<file path="config.mk">
export PLATFORM = sky130hd
export DESIGN_NAME = fp_normalizer
export DESIGN_NICKNAME = d
export VERILOG_FILES = /design/src/rtl/fp_normalizer.sv
export SDC_FILE = /design/constraint.sdc
export NUM_CORES = 1
export LEC_CHECK = 0
export BUFFER_PORTS_ARGS = -buffer_cell sky130_fd_sc_hd__buf_2
export CORE_AREA = 2 2 101 103
export CTS_BUF_LIST = sky130_fd_sc_hd__clkbuf_4 sky130_fd_sc_hd__clkbuf_8
export DETAILED_ROUTE_END_ITERATION = 16
export DIE_AREA = 0 0 103 105
export PLACE_DENSITY = 0.68
export SLEW_MARGIN = 10
export SYNTH_ARGS = -nofsm -noshare
export SYNTH_HDL_FRONTEND = slang
export SYNTH_SLANG_ARGS = --single-unit
export TNS_END_PERCENT = 50
</file>
<file path="constraint.sdc">
create_clock -name clk -period 2.9 [get_ports clk]
set_input_delay 0.29 -clock clk [delete_from_list [all_inputs] [get_ports clk]]
set_output_delay 0.29 -clock clk [all_outputs]
set_load 0.02 [all_outputs]
</file>
<file path="src/rtl/fp_normalizer.sv">
// Post-add normalization stage: turns the adder's raw sum into a packed single-precision result.
// Optional build macro FPNORM_FLUSH_DENORM_EN flushes subnormal results to signed zero.
module fp_normalizer #(
  parameter int MANT_W = 24,
  parameter int EXP_W  = 8
) (
  input  logic                      clk,
  input  logic                      reset_n,
  input  logic                      in_valid,
  output logic                      in_ready,
  input  logic                      in_bypass,
  input  logic [EXP_W+MANT_W-1:0]   in_bypass_result,
  input  logic                      in_carry,
  input  logic [MANT_W-1:0]         in_mant,
  input  logic                      in_sign,
  input  logic [EXP_W-1:0]          in_exp,
  output logic                      out_valid,
  input  logic                      out_ready,
  output logic [EXP_W+MANT_W-1:0]   out_result,
  output logic                      out_overflow,
  output logic                      out_underflow
);

  localparam int RES_W = EXP_W + MANT_W;

  localparam logic [1:0] IDLE  = 2'd0;
  localparam logic [1:0] CHECK = 2'd1;
  localparam logic [1:0] SHIFT = 2'd2;
  localparam logic [1:0] DONE  = 2'd3;

  localparam logic [EXP_W-1:0] EXP_MAX = '1;
  localparam logic [EXP_W-1:0] EXP_ONE = {{(EXP_W-1){1'b0}}, 1'b1};

  logic [1:0]        state;
  logic              carry;
  logic              sign;
  logic [EXP_W-1:0]  exp;
  logic [MANT_W-1:0] mant;
  logic [RES_W-1:0]  result;
  logic              overflow;
  logic              underflow;

  logic [MANT_W-1:0] shifted_mant;
  logic [EXP_W-1:0]  dec_exp;
  logic [EXP_W-1:0]  inc_exp;

  // Subnormal packing; the mantissa here is always nonzero, so underflow is always raised.
  function automatic logic [RES_W-1:0] pack_subnormal(input logic s, input logic [MANT_W-1:0] m);
`ifdef FPNORM_FLUSH_DENORM_EN
    pack_subnormal = {s, {EXP_W{1'b0}}, {(MANT_W-1){1'b0}}} | {{(RES_W-1){1'b0}}, 1'b0 & m[0]};
`else
    pack_subnormal = {s, {EXP_W{1'b0}}, m[MANT_W-2:0]};
`endif
  endfunction

  always_comb begin
    shifted_mant = mant << 1;
    dec_exp      = exp - EXP_ONE;
    inc_exp      = exp + EXP_ONE;
  end

  assign in_ready      = (state == IDLE);
  assign out_valid     = (state == DONE);
  assign out_result    = result;
  assign out_overflow  = overflow;
  assign out_underflow = underflow;

  always_ff @(posedge clk) begin
    if (!reset_n) begin
      state     <= IDLE;
      carry     <= 1'b0;
      sign      <= 1'b0;
      exp       <= '0;
      mant      <= '0;
      result    <= '0;
      overflow  <= 1'b0;
      underflow <= 1'b0;
    end else begin
      case (state)
        IDLE: begin
          if (in_valid) begin
            carry     <= in_carry;
            sign      <= in_sign;
            exp       <= in_exp;
            mant      <= in_mant;
            overflow  <= 1'b0;
            underflow <= 1'b0;
            if (in_bypass) begin
              result <= in_bypass_result;
              state  <= DONE;
            end else begin
              state <= CHECK;
            end
          end
        end
        CHECK: begin
          state <= DONE;
          // Exponents at or above the top finite code saturate to infinity on a carry.
          if (carry) begin
            if (exp >= EXP_MAX - EXP_ONE) begin
              result   <= {sign, EXP_MAX, {(MANT_W-1){1'b0}}};
              overflow <= 1'b1;
            end else begin
              result <= {sign, inc_exp, mant[MANT_W-1:1]};
            end
          end else if (mant == '0) begin
            result <= '0;
          end else if (mant[MANT_W-1]) begin
            result <= {sign, exp, mant[MANT_W-2:0]};
          end else if (exp <= EXP_ONE) begin
            result    <= pack_subnormal(sign, mant);
            underflow <= 1'b1;
          end else begin
            state <= SHIFT;
          end
        end
        SHIFT: begin
          mant <= shifted_mant;
          exp  <= dec_exp;
          if (shifted_mant[MANT_W-1]) begin
            result <= {sign, dec_exp, shifted_mant[MANT_W-2:0]};
            state  <= DONE;
          end else if (dec_exp == EXP_ONE) begin
            result    <= pack_subnormal(sign, shifted_mant);
            underflow <= 1'b1;
            state     <= DONE;
          end
        end
        DONE: begin
          if (out_ready) begin
            state <= IDLE;
          end
        end
        default: state <= IDLE;
      endcase
    end
  end

endmodule
</file>
==> results of run 1 <==
-- layout make-up --
type | count | area, um^2 | share of cell area (%)
clock buffer | 9 | 124 | 2.46
inverter | 16 | 60.1 | 1.19
timing repair buffer | 120 | 636 | 12.6
clock inverter | 7 | 80.1 | 1.59
tap | 133 | 166 | 3.30
multi-input combinational | 399 | 2570 | 51.1
sequential | 70 | 1400 | 27.8
-- flip-flops by register name (all words and copies together) (netlist names) --
signal         flops
out_result        32
out_underflow      1
sign               1
exp                8
out_overflow       1
carry              1
mant              24
state              2
-- how the worst min path moves through the flow --
| stage | from | to | slack [ps] | cells after the start |
|---|---|---|---|---|
| after floorplan | sign | sign | 440 | 2 |
| after global placement | out_result[5] | out_result[5] | 440 | 2 |
| after detailed placement | out_result[19] | out_result[19] | 450 | 2 |
| after CTS | in_mant[17] | mant[17] | 190 | 3 |
| after global routing | in_mant[22] | mant[22] | 190 | 3 |
| final | in_carry | carry | 190 | 3 |
-- per-layer routing --
layer	vias up	global-route usage, %	part of all wire [%]
met5	-	0	0
met4	0	6.48	1.8
met3	19	5.22	8.2
met2	196	30.2	40
met1	1992	37.2	50
li1	2150	-	-
-- critical path, cell delays in order (launching register included) --
cell and delay, ps:
dfxtp_1 410, inv_1 210, ha_1 380, nor2_1 120, or4_4 440, o2111ai_2 120
nand3_4 480, mux2i_1 350
-- power groups by stage --
stage	sequential (mW)	clock [mW]	combinational (mW)
floorplan	1.67	0	2.42
global placement	1.64	0	3.25
detailed placement	1.65	0	3.27
CTS	1.63	0.842	3.29
global route	1.69	0.899	3.63
finish	1.64	0.832	3.31
-- placed cells by master (no fill, tap or decap), types with 5 or more instances in the layout --
cell type / count
buf_4: 14
a211oi_1: 7
nand2_1: 115
nand3_1: 8
buf_2: 106
ha_1: 8
mux2i_1: 35
a221o_1: 23
dfxtp_1: 70
and2_1: 5
clkbuf_8: 9
a311oi_1: 22
o21ai_0: 14
o211ai_1: 27
o221ai_1: 5
a21oi_1: 20
nor2_1: 34
a221oi_1: 7
inv_1: 15
nor4_1: 8
-- cells by family (layout without fill, tap and decap cells) --
family,after synthesis,after routing
adders and majority gates,8,8
xor gates and xnor gates,1,1
muxes,35,35
DFF,70,70
and+or+nand+nor,200,200
buffers and inverters,68,152
AOI/OAI and AO/OA,155,155
-- metrics by stage --
stage	instances	util, %
final	754	52.3
after global routing	754	52.3
after CTS	754	52.3
after detailed placement	738	50.2
after global placement	738	50.2
after floorplan	537	-
==> qor.yml, run 1 <==
run_status:
  status: "finished clean"
timing:
  hold_slack_ps: 195
  clock_skew_ps: 10.7
  period_needed_ps: 2620
  setup_violations: 0
  fin_ws_ps: 279
  relSlewSlack_pct: 25.2
  fin_tns_setup_ps: 0
  max_freq_ghz: 0.382
  rsz0062_at_grt: "no"
  tightest_slew_ps: 1120
  slew_viol_final: 0
  post-route-period-util_pct: 90.4
  hold_viol: 0
yosys:
  yosysTopAreaCell: "dfxtp_1"
  yosysSeqAreaShare_pct: 33.0
  synth_fa_ha_area_share_pct: 2.36
  avgSynthCellArea_um2: 7.90
  synth_enable_flop_cells: 0
  synthDistinctLibCells: 57
  ys_warn_count: 0
  synth-compound-area-share_pct: 28.3
  synthSimpleGateAreaFrac_pct: 21.3
  yosysMostFrequentCell: "nand2_1"
  synth_top_family_by_area: "compound AO/OA/AOI/OAI gates"
  ys_ff_latch: 70
  post_synth_most_frequent_cells: "nand2_1 (115), dfxtp_1 (70), clkbuf_1 (46)"
  synth-xor-area-share_pct: 0.206
  async_reset_ff_share_pct: 0
  synth.net_count: 616
  netlist_instances: 537
  ys.flop_type: "dfxtp_1"
  post_synth_instance_area_um2: 4240
  yosysTopAreaCellShare_pct: 33.0
  synth_mux_area_share_pct: 8.26
  ys_top_cells_by_area: "dfxtp_1 (33%), nand2_1 (10%), mux2i_1 (8.3%)"
worst_hold_path:
  hold_class: "in -> reg"
floorplan:
  rows: 36
  chipWidth_um: 103
  fp.dieH_um: 105
  design.core.area_um2: 9640
  io_pins: 107
  die-area_um2: 10800
  start_util_pct: 44.0
pwr:
  power_frac_comb_pct: 57.3
  p_int_mw: 3.01
  p_sw_mw: 2.77
  clockPowerShare_pct: 14.4
  ir_drop_uv: 637
  power_mw: 5.78
  p_per_area_nw_per_um2: 1150
  leakagePower_nw: 2.18
  seq_power_share_pct: 28.4
  switching_share_pct: 47.9
cells_and_area:
  drive_gt1_share_pct: 23.7
  finalNetCount: 695
  antenna_cells: 0
  area_delta_synth_final_pct: 18.8
  final_area_um2: 5040
  fillerInstances: 976
detailed_routing:
  vias: 4357
  firstDrtPassIters: 5
  wl_um: 12700
  wl_per_cell_um: 16.9
  drcViolationCount: 0
  drtAntennaViolNets: 0
  drt_iter0_markers: 373
  vias_per_cell: 5.78
place:
  place_congestion: 0.885
  portBuffers: 106
  detailed_place.area_um2: 4840
  hpwl_um: 9060
  pre_cts_ws_ps: 343
worst_setup_path:
  cp-startpoint: "exp[0]"
  cp_data_arrival_time_ps: 2880
  critPathLaunchType: "flop"
  cp.required_ps: 3160
  crit_path_max_fanout: 32
  end_kind: "flop"
  ff2ff_path_depth: 7
  crit_type: "reg -> reg"
  cp-endpoint: "out_result[18]"
  rrSetupSlack_ps: 280
  rr_startpoint: "exp[0]"
  worstReg2RegEnd: "out_result[18]"
grt:
  grt_pass1_wl_um: 19900
  antenna_found_initial: 0
  gr-total-overflow: 0
  track_usage_pct: 23.2
  grt_max_degree: 69
  grt_pass1_vias: 3846
clock_tree:
  cts.repair.resized: 0
  clk_pin_slew_worst_paths_ps: 80
  cts_buffers: 9
  clock_latency_ps: 360
  cts_max_path_buffers: 2
  post_cts_buffers: 0
  clock-sinks: 70
  ctsHtreeMaxLevel: 3
  root_buffer: "clkbuf_8"
  cts_hold_buf: 0
  cts_tree: "built"
run:
  max_cap_violations: 0
Power figures use the tool's default switching activity.
==> run 2, diff against run 1 <==
--- a/config.mk
+++ b/config.mk
@@ -11,6 +11,7 @@
 export DETAILED_ROUTE_END_ITERATION = 16
 export DIE_AREA = 0 0 103 105
 export PLACE_DENSITY = 0.68
+export SETUP_SLACK_MARGIN = 0.3
 export SLEW_MARGIN = 10
 export SYNTH_ARGS = -nofsm -noshare
 export SYNTH_HDL_FRONTEND = slang
==> constraint.sdc (replaced) <==
create_clock -name clk -period 3.1 [get_ports clk]
set_input_delay 0.31 -clock clk [delete_from_list [all_inputs] [get_ports clk]]
set_output_delay 0.31 -clock clk [all_outputs]
set_load 0.02 [all_outputs]
==> run 2 against run 1 <==
  * Routed wire length down 1.3%
  * Sequential cell count stayed put
  * Die area unchanged
  * Combinational power down 7.9%
  * Global-route usage grew 0.27 points
  * Non-clock buffer count down 2
  * Worst setup slack gained 200 ps
  * Register-to-register slack improved by 200 ps
  * Clock power down 7.0%
  * Total power down 7.2%
  * Highest routed layer unchanged
==> qor.yml, run 2 (synthesized netlist as in run 1, its figures left out) <==
worst_setup_path:
  cp-startpoint: "exp[0]"
  worst_path_largest_cell_delay_ps: 550
  crit_path_cell_trace: "inv_1 -> ha_1 -> xnor2_1 -> and2_1 -> a211o_1 -> nand3_4 -> mux2i_1"
  crit_type: "reg -> reg"
  cp.required_ps: 3360
  crit_path_max_fanout: 32
  cp_data_arrival_time_ps: 2880
  rr_startpoint: "exp[0]"
  critPathSlowestCell: "dfxtp_1"
  critPathLaunchType: "flop"
  end_kind: "flop"
place:
  hpwl_um: 9090
  portBuffers: 106
  place_congestion: 0.875
  placed_cells: 736
cells_and_area:
  drive_gt1_share_pct: 23.4
  final_common_cell: "nand2_1"
  final_cells: 752
  fillerInstances: 952
  finalNetCount: 693
  layout_common_cells: "nand2_1 (115), buf_2 (106), dfxtp_1 (70)"
  antenna_cells: 0
  area_delta_synth_final_pct: 18.5
  largest_reg_flops: 32
timing:
  rsz0062_at_grt: "yes"
  post-route-period-util_pct: 84.4
  hold_viol: 0
  slew_viol_final: 0
  setup_violations: 0
  hold_slack_ps: 208
  tightest_slew_ps: 972
  relSlewSlack_pct: 35.0
  period_needed_ps: 2620
  max_freq_ghz: 0.382
  fin_tns_setup_ps: 0
  clock_skew_ps: 14.7
clock_tree:
  clock-sinks: 70
  ctsHtreeMaxLevel: 3
  cts_tree: "built"
  cts_max_path_buffers: 2
  cts.repair.resized: 0
  post_cts_buffers: 0
  cts_hold_buf: 0
  clk_pin_slew_worst_paths_ps: 90
  clock_latency_ps: 360
  cts_buffers: 9
  root_buffer: "clkbuf_8"
grt:
  antenna_found_initial: 0
  gr-total-overflow: 0
  grt_max_degree: 57
  grt_pass1_wl_um: 20000
  track_usage_pct: 23.5
  grt_pass1_vias: 3925
pwr:
  ir_drop_uv: 539
  leakagePower_nw: 2.17
  p_per_area_nw_per_um2: 1070
floorplan:
  die-area_um2: 10800
  design.core.area_um2: 9640
  rows: 36
  chipWidth_um: 103
  fp.dieH_um: 105
  io_pins: 107
  start_util_pct: 44.0
run:
  max_cap_violations: 0
worst_hold_path:
  min_from: "in_carry"
  hold_class: "in -> reg"
detailed_routing:
  vias_per_cell: 5.77
  firstDrtPassIters: 5
  wl_um: 12600
  vias: 4340
  wl_per_cell_um: 16.7
  drtAntennaViolNets: 0
  drcViolationCount: 0
  drt_iter0_markers: 396
run_status:
  status: "finished clean"
-- run 2: cell count changes in the layout (fill, tap and decap cells not counted) --
| cell | delta |
|---|---|
| clkinvlp_4 | -1 |
| clkinv_4 | -1 |
| inv_8 | +1 |
| buf_4 | -2 |
| clkinv_2 | +1 |
-- run 2: stage by stage --
stage	area, um^2	utilization [%]	worst slack, ps	total power, mW
floorplan	4240	-	817	3.83
global placement	4820	50.0	617	4.53
detailed placement	4820	50.0	520	4.57
CTS	5030	52.1	482	5.35
global route	5030	52.1	277	5.78
finish	5030	52.1	483	5.37
-- run 2: final timing paths --
| path | endpoint | slack (ps) | cells past startpoint |
|---|---|---|---|
| setup / recovery | out_result[20] | 480 | 7 |
| hold reg to reg | out_result[31] | 460 | 2 |
| hold / removal | carry | 210 | 3 |
| setup reg to reg | out_result[20] | 480 | 7 |
-- run 2: final cells by class --
cell class | instances | area (um^2) | share of cell area, %
Multi-Input combinational cell | 399 | 2570 | 51.2
Sequential cell | 70 | 1400 | 27.9
Clock buffer | 9 | 124 | 2.46
Timing Repair Buffer | 118 | 621 | 12.3
Tap cell | 133 | 166 | 3.31
Inverter | 16 | 60.1 | 1.19
Clock inverter | 7 | 80.1 | 1.59
-- run 2: metal layers --
metal  vias to the layer above  part of all wire (%)  track usage (%)  routed length (um)
li1                       2148                     -                -                   -
met1                      2012                    52             37.4                6490
met2                       164                    41             32.0                5130
met3                        16                   6.2             3.95                 782
met4                         0                   1.2             6.02                 155
met5                         -                     0                0                   0
-- run 2: critical path, delay by kind of cell, from the launching register on --
kind	cells	cell delay, ps
AOI/OAI and AO/OA	1	380
xor gates and xnor gates	1	160
adders and majority gates	1	350
buffers and inverters	1	200
DFF	1	550
muxes	1	260
and+or+nand+nor	2	610
-- run 2: power breakdown --
part / internal [mW] / total (mW) / switching (mW)
clock: 0.383 / 0.774 / 0.391
sequential: 1.20 / 1.54 / 0.339
combinational: 1.21 / 3.05 / 1.84
total: 2.80 / 5.37 / 2.57
